==> src/rtl/eq_band_mixer.sv <==
// Three-band gain/sum/saturate stage for the graphic equalizer, one shared multiplier.
// Optional macro EQ_GAIN_RAMP_EN: per-band effective gains slew one LSB per sample toward the targets.
module eq_band_mixer #(
  parameter int DATA_WIDTH = 32,
  parameter int GAIN_WIDTH = 8,
  parameter int ACC_WIDTH  = DATA_WIDTH + GAIN_WIDTH + 2
) (
  input  logic                         clk,
  input  logic                         rst,
  input  logic signed [DATA_WIDTH-1:0] bass_in,
  input  logic signed [DATA_WIDTH-1:0] mid_in,
  input  logic signed [DATA_WIDTH-1:0] treble_in,
  input  logic                         sample_valid,
  output logic                         in_ready,
  input  logic        [GAIN_WIDTH-1:0] bass_gain,
  input  logic        [GAIN_WIDTH-1:0] mid_gain,
  input  logic        [GAIN_WIDTH-1:0] treble_gain,
  output logic signed [DATA_WIDTH-1:0] d_out,
  output logic                         out_valid,
  output logic                         overrun,
  input  logic                         overrun_clr
);

  localparam int NB = 3;
  localparam logic [GAIN_WIDTH-1:0] UNITY_GAIN = GAIN_WIDTH'(16);
  localparam logic signed [ACC_WIDTH-1:0] SAT_MAX =
    {{(ACC_WIDTH-DATA_WIDTH+1){1'b0}}, {(DATA_WIDTH-1){1'b1}}};
  localparam logic signed [ACC_WIDTH-1:0] SAT_MIN =
    {{(ACC_WIDTH-DATA_WIDTH+1){1'b1}}, {(DATA_WIDTH-1){1'b0}}};

  typedef enum logic [2:0] {IDLE, MAC_B, MAC_M, MAC_T, DONE} state_t;

  state_t state_reg, state_next;

  logic signed [DATA_WIDTH-1:0] band_in     [NB];
  logic        [GAIN_WIDTH-1:0] target_gain [NB];
  logic        [GAIN_WIDTH-1:0] accept_gain [NB];
  logic signed [DATA_WIDTH-1:0] sample_reg  [NB];
  logic        [GAIN_WIDTH-1:0] gain_reg    [NB];

  logic                         accept;
  logic [1:0]                   band_sel;
  logic signed [DATA_WIDTH-1:0] sel_sample;
  logic        [GAIN_WIDTH-1:0] sel_gain;
  logic signed [ACC_WIDTH-1:0]  mul_a;
  logic signed [ACC_WIDTH-1:0]  mul_b;
  logic signed [ACC_WIDTH-1:0]  product;
  logic signed [ACC_WIDTH-1:0]  acc_reg;
  logic signed [ACC_WIDTH-1:0]  acc_shift;
  logic signed [DATA_WIDTH-1:0] sat_value;

  assign band_in[0]     = bass_in;
  assign band_in[1]     = mid_in;
  assign band_in[2]     = treble_in;
  assign target_gain[0] = bass_gain;
  assign target_gain[1] = mid_gain;
  assign target_gain[2] = treble_gain;

  assign in_ready = (state_reg == IDLE);
  assign accept   = sample_valid && in_ready;

`ifdef EQ_GAIN_RAMP_EN
  logic [GAIN_WIDTH-1:0] eff_gain_reg  [NB];
  logic [GAIN_WIDTH-1:0] eff_gain_next [NB];

  // The MAC uses the gain as it stood at accept; the slew takes effect on the next sample.
  generate
    for (genvar gi = 0; gi < NB; gi++) begin : g_ramp
      assign accept_gain[gi]   = eff_gain_reg[gi];
      assign eff_gain_next[gi] =
        (eff_gain_reg[gi] < target_gain[gi]) ? eff_gain_reg[gi] + GAIN_WIDTH'(1) :
        (eff_gain_reg[gi] > target_gain[gi]) ? eff_gain_reg[gi] - GAIN_WIDTH'(1) :
                                               eff_gain_reg[gi];
    end
  endgenerate

  always_ff @(posedge clk) begin
    if (rst) begin
      for (int i = 0; i < NB; i++) eff_gain_reg[i] <= UNITY_GAIN;
    end else if (accept) begin
      for (int i = 0; i < NB; i++) eff_gain_reg[i] <= eff_gain_next[i];
    end
  end
`else
  generate
    for (genvar gi = 0; gi < NB; gi++) begin : g_direct
      assign accept_gain[gi] = target_gain[gi];
    end
  endgenerate
`endif

  always_ff @(posedge clk) begin
    if (rst) begin
      for (int i = 0; i < NB; i++) begin
        sample_reg[i] <= '0;
        gain_reg[i]   <= '0;
      end
    end else if (accept) begin
      for (int i = 0; i < NB; i++) begin
        sample_reg[i] <= band_in[i];
        gain_reg[i]   <= accept_gain[i];
      end
    end
  end

  always_ff @(posedge clk) begin
    if (rst) state_reg <= IDLE;
    else     state_reg <= state_next;
  end

  always_comb begin
    state_next = state_reg;
    band_sel   = 2'd0;
    case (state_reg)
      IDLE:    if (sample_valid) state_next = MAC_B;
      MAC_B:   begin band_sel = 2'd0; state_next = MAC_M; end
      MAC_M:   begin band_sel = 2'd1; state_next = MAC_T; end
      MAC_T:   begin band_sel = 2'd2; state_next = DONE;  end
      DONE:    state_next = IDLE;
      default: state_next = IDLE;
    endcase
  end

  // Sample is sign-extended, gain zero-extended, so the shared product stays exact.
  assign sel_sample = sample_reg[band_sel];
  assign sel_gain   = gain_reg[band_sel];
  assign mul_a      = {{(ACC_WIDTH-DATA_WIDTH){sel_sample[DATA_WIDTH-1]}}, sel_sample};
  assign mul_b      = {{(ACC_WIDTH-GAIN_WIDTH){1'b0}}, sel_gain};
  assign product    = mul_a * mul_b;
  assign acc_shift  = acc_reg >>> 4;

  always_comb begin
    sat_value = acc_shift[DATA_WIDTH-1:0];
    if (acc_shift > SAT_MAX)      sat_value = SAT_MAX[DATA_WIDTH-1:0];
    else if (acc_shift < SAT_MIN) sat_value = SAT_MIN[DATA_WIDTH-1:0];
  end

  always_ff @(posedge clk) begin
    if (rst) begin
      acc_reg   <= '0;
      d_out     <= '0;
      out_valid <= 1'b0;
      overrun   <= 1'b0;
    end else begin
      out_valid <= 1'b0;
      case (state_reg)
        MAC_B:   acc_reg <= product;
        MAC_M:   acc_reg <= acc_reg + product;
        MAC_T:   acc_reg <= acc_reg + product;
        DONE: begin
          d_out     <= sat_value;
          out_valid <= 1'b1;
        end
        default: ;
      endcase
      // A dropped sample beats a simultaneous clear.
      if (sample_valid && !in_ready) overrun <= 1'b1;
      else if (overrun_clr)          overrun <= 1'b0;
    end
  end

endmodule
==> config.mk <==
export PLATFORM = sky130hd
export DESIGN_NAME = eq_band_mixer
export DESIGN_NICKNAME = d
export VERILOG_FILES = /design/src/rtl/eq_band_mixer.sv
export SDC_FILE = /design/constraint.sdc
export NUM_CORES = 1
export LEC_CHECK = 0
export CAP_MARGIN = 20
export CORE_MARGIN = 2
export CORE_UTILIZATION = 65
export CTS_CLUSTER_DIAMETER = 60
export DETAILED_ROUTE_END_ITERATION = 6
export DONT_BUFFER_PORTS = 1
export PLACE_DENSITY = 0.81
export SLEW_MARGIN = 20
export SYNTH_ARGS = -nofsm -noshare
export SYNTH_HDL_FRONTEND = slang
export SYNTH_SLANG_ARGS = --single-unit
==> constraint.sdc <==
create_clock -name clk -period 21.5 [get_ports clk]
set_input_delay 4.3 -clock clk [delete_from_list [all_inputs] [get_ports clk]]
set_output_delay 4.3 -clock clk [all_outputs]
set_load 0.02 [all_outputs]
# --- Word-level counts from Yosys, hierarchy flattened ---
# Memories as Yosys holds them, arrays and structs flattened.
# Cells that the tools add are included.
word_totals:
  ff_bits: 79
  ram_bits: 120
  in_bits: 124
  output_inout_bits: 35
  wordCells: 49
  memories: 2
memory_table:
  columns: ["name", "words", "word_bits", "rd", "rd_clocked_by_memory_dff", "write_ports", "line", "source"]
  rows:
  - ["sample_reg", 3, 32, 1, 0, 3, "38", "logic signed [DATA_WIDTH-1:0] sample_reg [NB];"]
  - ["gain_reg", 3, 8, 1, 0, 3, "39", "logic [GAIN_WIDTH-1:0] gain_reg [NB];"]
classes:
  n_addsub: 1
  multipliers: 1
  magnitude_cmp: 2
  n_eq_ne: 5
  muxes: 20
  n_bitwise: 6
  n_reduce_logical: 7
op_table:
  columns: ["operator", "n"]
  rows:
  - ["two-way mux 32 bit", 5]
  - ["case mux 42 bit (2 select lines)", 1]
  - ["adder 42 x 41 -> 42 bit", 1]
  - ["multiplier 32 x 9 -> 41 bit", 1]
  - ["greater-than comparator 38 x 32 -> 1 bit, second input constant", 1]
  - ["less-than comparator 38 x 32 -> 1 bit, second input constant", 1]
  - ["two-way mux 8 bit", 3]
  - ["case mux 3 bit (4 select lines)", 1]
  - ["two-way mux 1 bit", 8]
  - ["equality test 3 x 2 -> 1 bit, second input constant", 2]
  - ["OR 1 bit", 6]
  - ["case mux 2 bit (2 select lines)", 1]
  - ["nonzero test 2 bit", 2]
  - ["equality test 3 x 1 -> 1 bit, second input constant", 1]
  - ["equality test 3 bit, second input constant", 1]
  - ["logical NOT 3 bit", 1]
  - ["two-way mux 3 bit", 1]
  - ["logical AND 1 bit", 2]
  - ["inequality test 2 bit, second input constant", 1]
  - ["OR reduction 2 bit", 1]
  - ["logical NOT 1 bit", 1]

# --- Longest topological paths before layout ---
logic_depth:
  ltp_word: 6
  depth_mapped: 39

# --- Worst setup path before layout ---
# No wires, ideal clock.
synth_path:
  path_type: "reg2reg"
  from: "register state_reg[1]"
  to: "register acc_reg[39]"
  setup_time_ns: 0.103
  arrival_ns: 8.108
  slack_ns: 13.289
  path_stages_with_launch: 36
  n_path_buf: 5
  cell_sequence: "dfxtp_1 buf_2 inv_1 nor2_1 and2_1 buf_2 buf_1 buf_1 nor2_1 a21oi_1 nor2_1 fa_1 fa_1 fa_1 inv_1 fa_1 inv_1 ha_1 a21oi_1 nand3b_1 o21ai_1 a41oi_2 a211o_1 a21oi_1 xnor2_1 ha_1 clkbuf_1 a21o_1 a21o_1 a21o_1 o21ai_1 o21ai_2 a31o_1 o21ai_1 xor2_1 a2111oi_2"
synth_via:
  elab_chain_cells: 6
synth_rtl:
  columns: ["item", "line", "source"]
  rows:
  - ["start: declaration", "33", "state_t state_reg, state_next;"]
  - ["start signal: assignment", "108", "else state_reg <= state_next;"]
  - ["equality test 3 x 2 -> 1 bit", "114, 146", null]
  - ["case mux 2 bit (2 select lines)", "114", "case (state_reg)"]
  - ["memory read (3 x 32 bit) / memory read (3 x 8 bit) (equally long branches)", null, null]
  - ["multiplier 32 x 9 -> 41 bit", "129", "assign product = mul_a * mul_b;"]
  - ["adder 42 x 41 -> 42 bit", "148, 149", null]
  - ["case mux 42 bit (2 select lines)", "146", "case (state_reg)"]
  - ["end signal: assignment", "147", "MAC_B: acc_reg <= product;"]
  - ["end signal: assignment", "148", "MAC_M: acc_reg <= acc_reg + product;"]
  - ["end signal: assignment", "149", "MAC_T: acc_reg <= acc_reg + product;"]
  - ["end: declaration", "48", "logic signed [ACC_WIDTH-1:0] acc_reg;"]
# Several ways; a longest one is shown, not always the timed one.
# A chain may end at the register's enable or synchronous reset.

# --- Worst setup path in the final report ---
# Same ends and word-level chain as after synthesis.

==> flow_summary_export.csv <==
group,metric,value,unit
synth,synth_area_leaders,"fa_1 (21%), edfxtp_1 (19%), dfxtp_1 (8.2%)",
synth,synth-adder-area-share,28.6,%
die,die_w,177,um
synth,ys_seq_area_share,26.7,%
finish,area_growth_syn_to_layout,4.37,%
global_routing,grt_pass1_vias,14284,
clock_tree,clk_pin_slew,90,ps
worst_setup_path,cp-end-kind,"flop",
synth,synth_common_cells,"nor2_1 (320), inv_1 (270), fa_1 (199), a21oi_1 (172), nand2_1 (150)",
worst_setup_path,start_kind,"flop",
placed_design,place_hpwl,32.5,mm
sta,final_hold_viol_count,0,
drt,dr.first_iter.drc_count,1133,
sta,fin_skew,22.0,ps
placed_design,gp_routability_congestion,0.940,
run_status,outcome,"finished clean",
sta,timing.final.crit_share,45.3,%
synth,synthSimpleGateAreaFrac,17.2,%
synth,synth_ff_type,"edfxtp_1",
global_routing,grtUsageTotal,27.9,%
power,p_leak,9.63,nW
synth,syn_area,0.0194,mm^2
drt,wl_per_cell,16.6,um
drt,dr_total_vias,14669,
sta,tightest_slew,1080,ps
worst_setup_path,arrival,10090,ps
sta,slew_headroom,27.7,%
clock_tree,clock_latency,450,ps
worst_setup_path,critPathRequiredTime,21850,ps
sta,fin_crit,9730,ps
power,p_per_area,133,mW/mm^2
clock_tree,ctsHoldBuffers,0,
global_routing,grt_pass1_wl,70.5,mm
synth,yosys.area.top_type,"fa_1",
synth,synth.distinct_cells,79,
synth,synth_fp_nets,2639,
die,coreArea,0.0295,mm^2
worst_setup_path,cp_slowest_cell,"and2_4",
power,peakVddDrop,0.0750,mV
finish,drive_gt1_share,4.09,%
global_routing,grt-ovfl-total,0,
drt,drcViolationCount,0,
synth,synth_warnings,0,
sta,setup_viol,0,
synth,ys_async_sr_fraction,0,%
global_routing,grt_max_degree,121,
sta,rsz0062_at_grt,"no",
die,rows,63,
sta,fin_setup_tns,0,ps
synth,synth_top_family_by_area,"adder cells",
sta,fmax,103,MHz
clock_tree,cts_resized,0,
synth,syn_area_per_cell,8.85,um^2
min_path,hold_class,"reg -> reg",
clock_tree,numCtsBuffers,17,
synth,ys_seq_elements,199,
drt,via_per_inst,5.83,
synth,synth_most_common_cell,"nor2_1",
synth,muxShareOfSynthArea,2.27,%
finish,antenna_cells,0,
synth,synth_enable_flop_cells,120,
die,die_area,0.0312,mm^2
clock_tree,cts_tree,"done",
flow_run,maxCapViolCount,0,
finish,fill_cells,2248,
clock_tree,clock_path_buffers,2,
finish,largest_reg_flops,96,
worst_setup_path,critPathKind,"reg -> reg",
worst_setup_path,cp_num_buf_inv,5,
synth,synth_xor_area_share,3.12,%
die,io_pins,159,
worst_setup_path,worstPathMaxFanout,109,
placed_design,numPortBuffers,0,
die,start_util,65.8,%
drt,drt_first_pass_iters,6,
finish,final_core_util,68.7,%
sta,drv_slew,0,
clock_tree,clock_sinks,199,
synth,synthCells,2191,
clock_tree,htree_num_levels,4,
clock_tree,cts-root-buf,"clkbuf_16",
die,die_h,177,um
clock_tree,post_cts_buffers,0,
worst_setup_path,path_delay_family,"compound AO/OA/AOI/OAI gates",
drt,drt.antenna.violating_nets,0,
synth,synth_compound_area_share,14.6,%
synth,synth_top_area_share,20.5,%
global_routing,antenna_found_initial,0,
worst_setup_path,cpPeakStageDelay,860,ps
finish,nets,2562,
drt,wl,41.7,mm
-- worst register-to-register path: cells and delay by family (launching register included) --
family	cells	cell delay [ps]
AOI/OAI and AO/OA	13	3780
xor gates and xnor gates	2	250
adders and majority gates	6	2850
buffers and inverters	5	670
DFF	1	520
and+or+nand+nor	6	1570
-- cell families (layout without fill, tap and decap cells) --
| logic type | count (synthesis) | after routing |
|---|---|---|
| buffers and inverters | 379 | 315 |
| xor gates and xnor gates | 69 | 69 |
| AOI/OAI and AO/OA | 450 | 450 |
| adders and majority gates | 324 | 324 |
| muxes | 44 | 44 |
| and+or+nand+nor | 726 | 726 |
| DFF | 199 | 199 |
-- placed cells by master, fill, tap and decap left out, types with 79 or more instances in the layout --
cell type | Yosys | final
nor2_1 | 320 | 318
nand2_1 | 150 | 149
edfxtp_1 | 120 | 120
fa_1 | 199 | 199
o21ai_0 | 84 | 81
ha_1 | 125 | 125
a21oi_1 | 172 | 167
dfxtp_1 | 79 | 79
inv_1 | 270 | 270
and2_1 | 126 | 125
-- final timing paths --
kind | cells past startpoint | slack, ps | start | to
worst max-delay path | 32 | 11770 | state_reg[1]$_SDFFE_PP0P_ | acc_reg[39]$_SDFFE_PP0P_
worst min-delay path | 2 | 470 | acc_reg[0]$_SDFFE_PP0P_ | acc_reg[0]$_SDFFE_PP0P_
worst max register to register | 32 | 11770 | state_reg[1]$_SDFFE_PP0P_ | acc_reg[39]$_SDFFE_PP0P_
worst min register to register | 2 | 470 | acc_reg[0]$_SDFFE_PP0P_ | acc_reg[0]$_SDFFE_PP0P_
-- metrics by stage --
stage	cell area [um^2]	hold slack, ps	cells	setup slack [ps]	total power [W]
after global routing	20200	493	2517	11060	0.00296
after CTS	20200	472	2517	11850	0.00268
after global placement	19600	439	2485	12210	0.00229
final	20200	473	2517	11770	0.00270
after detailed placement	19600	461	2485	11840	0.00234
after floorplan	19400	436	2191	13290	0.00197
-- area by class of cell --
| type | instances | area, um^2 | area share [%] |
|---|---|---|---|
| Clock buffer | 17 | 425 | 2.10 |
| Clock inverter | 15 | 185 | 0.915 |
| Inverter | 270 | 1010 | 5.01 |
| Multi-Input combinational cell | 1613 | 12800 | 63.5 |
| Sequential cell | 199 | 5180 | 25.6 |
| Tap cell | 390 | 488 | 2.41 |
| Timing Repair Buffer | 13 | 97.6 | 0.482 |
-- power breakdown --
part / leakage, nW / switching (W) / total (W) / internal, W
Clock: 0.293 / 0.000175 / 0.000335 / 0.000160
Sequential: 1.94 / 0.0000377 / 0.000497 / 0.000459
Combinational: 7.40 / 0.00114 / 0.00187 / 0.000727
-- per-layer routing --
layer	wire, um	track usage, %
met3	3080	4.85
met5	0	0
met1	19700	41.7
met4	605	6.20
met2	18300	42.7
No activity file was read; power rests on OpenSTA's default activity.
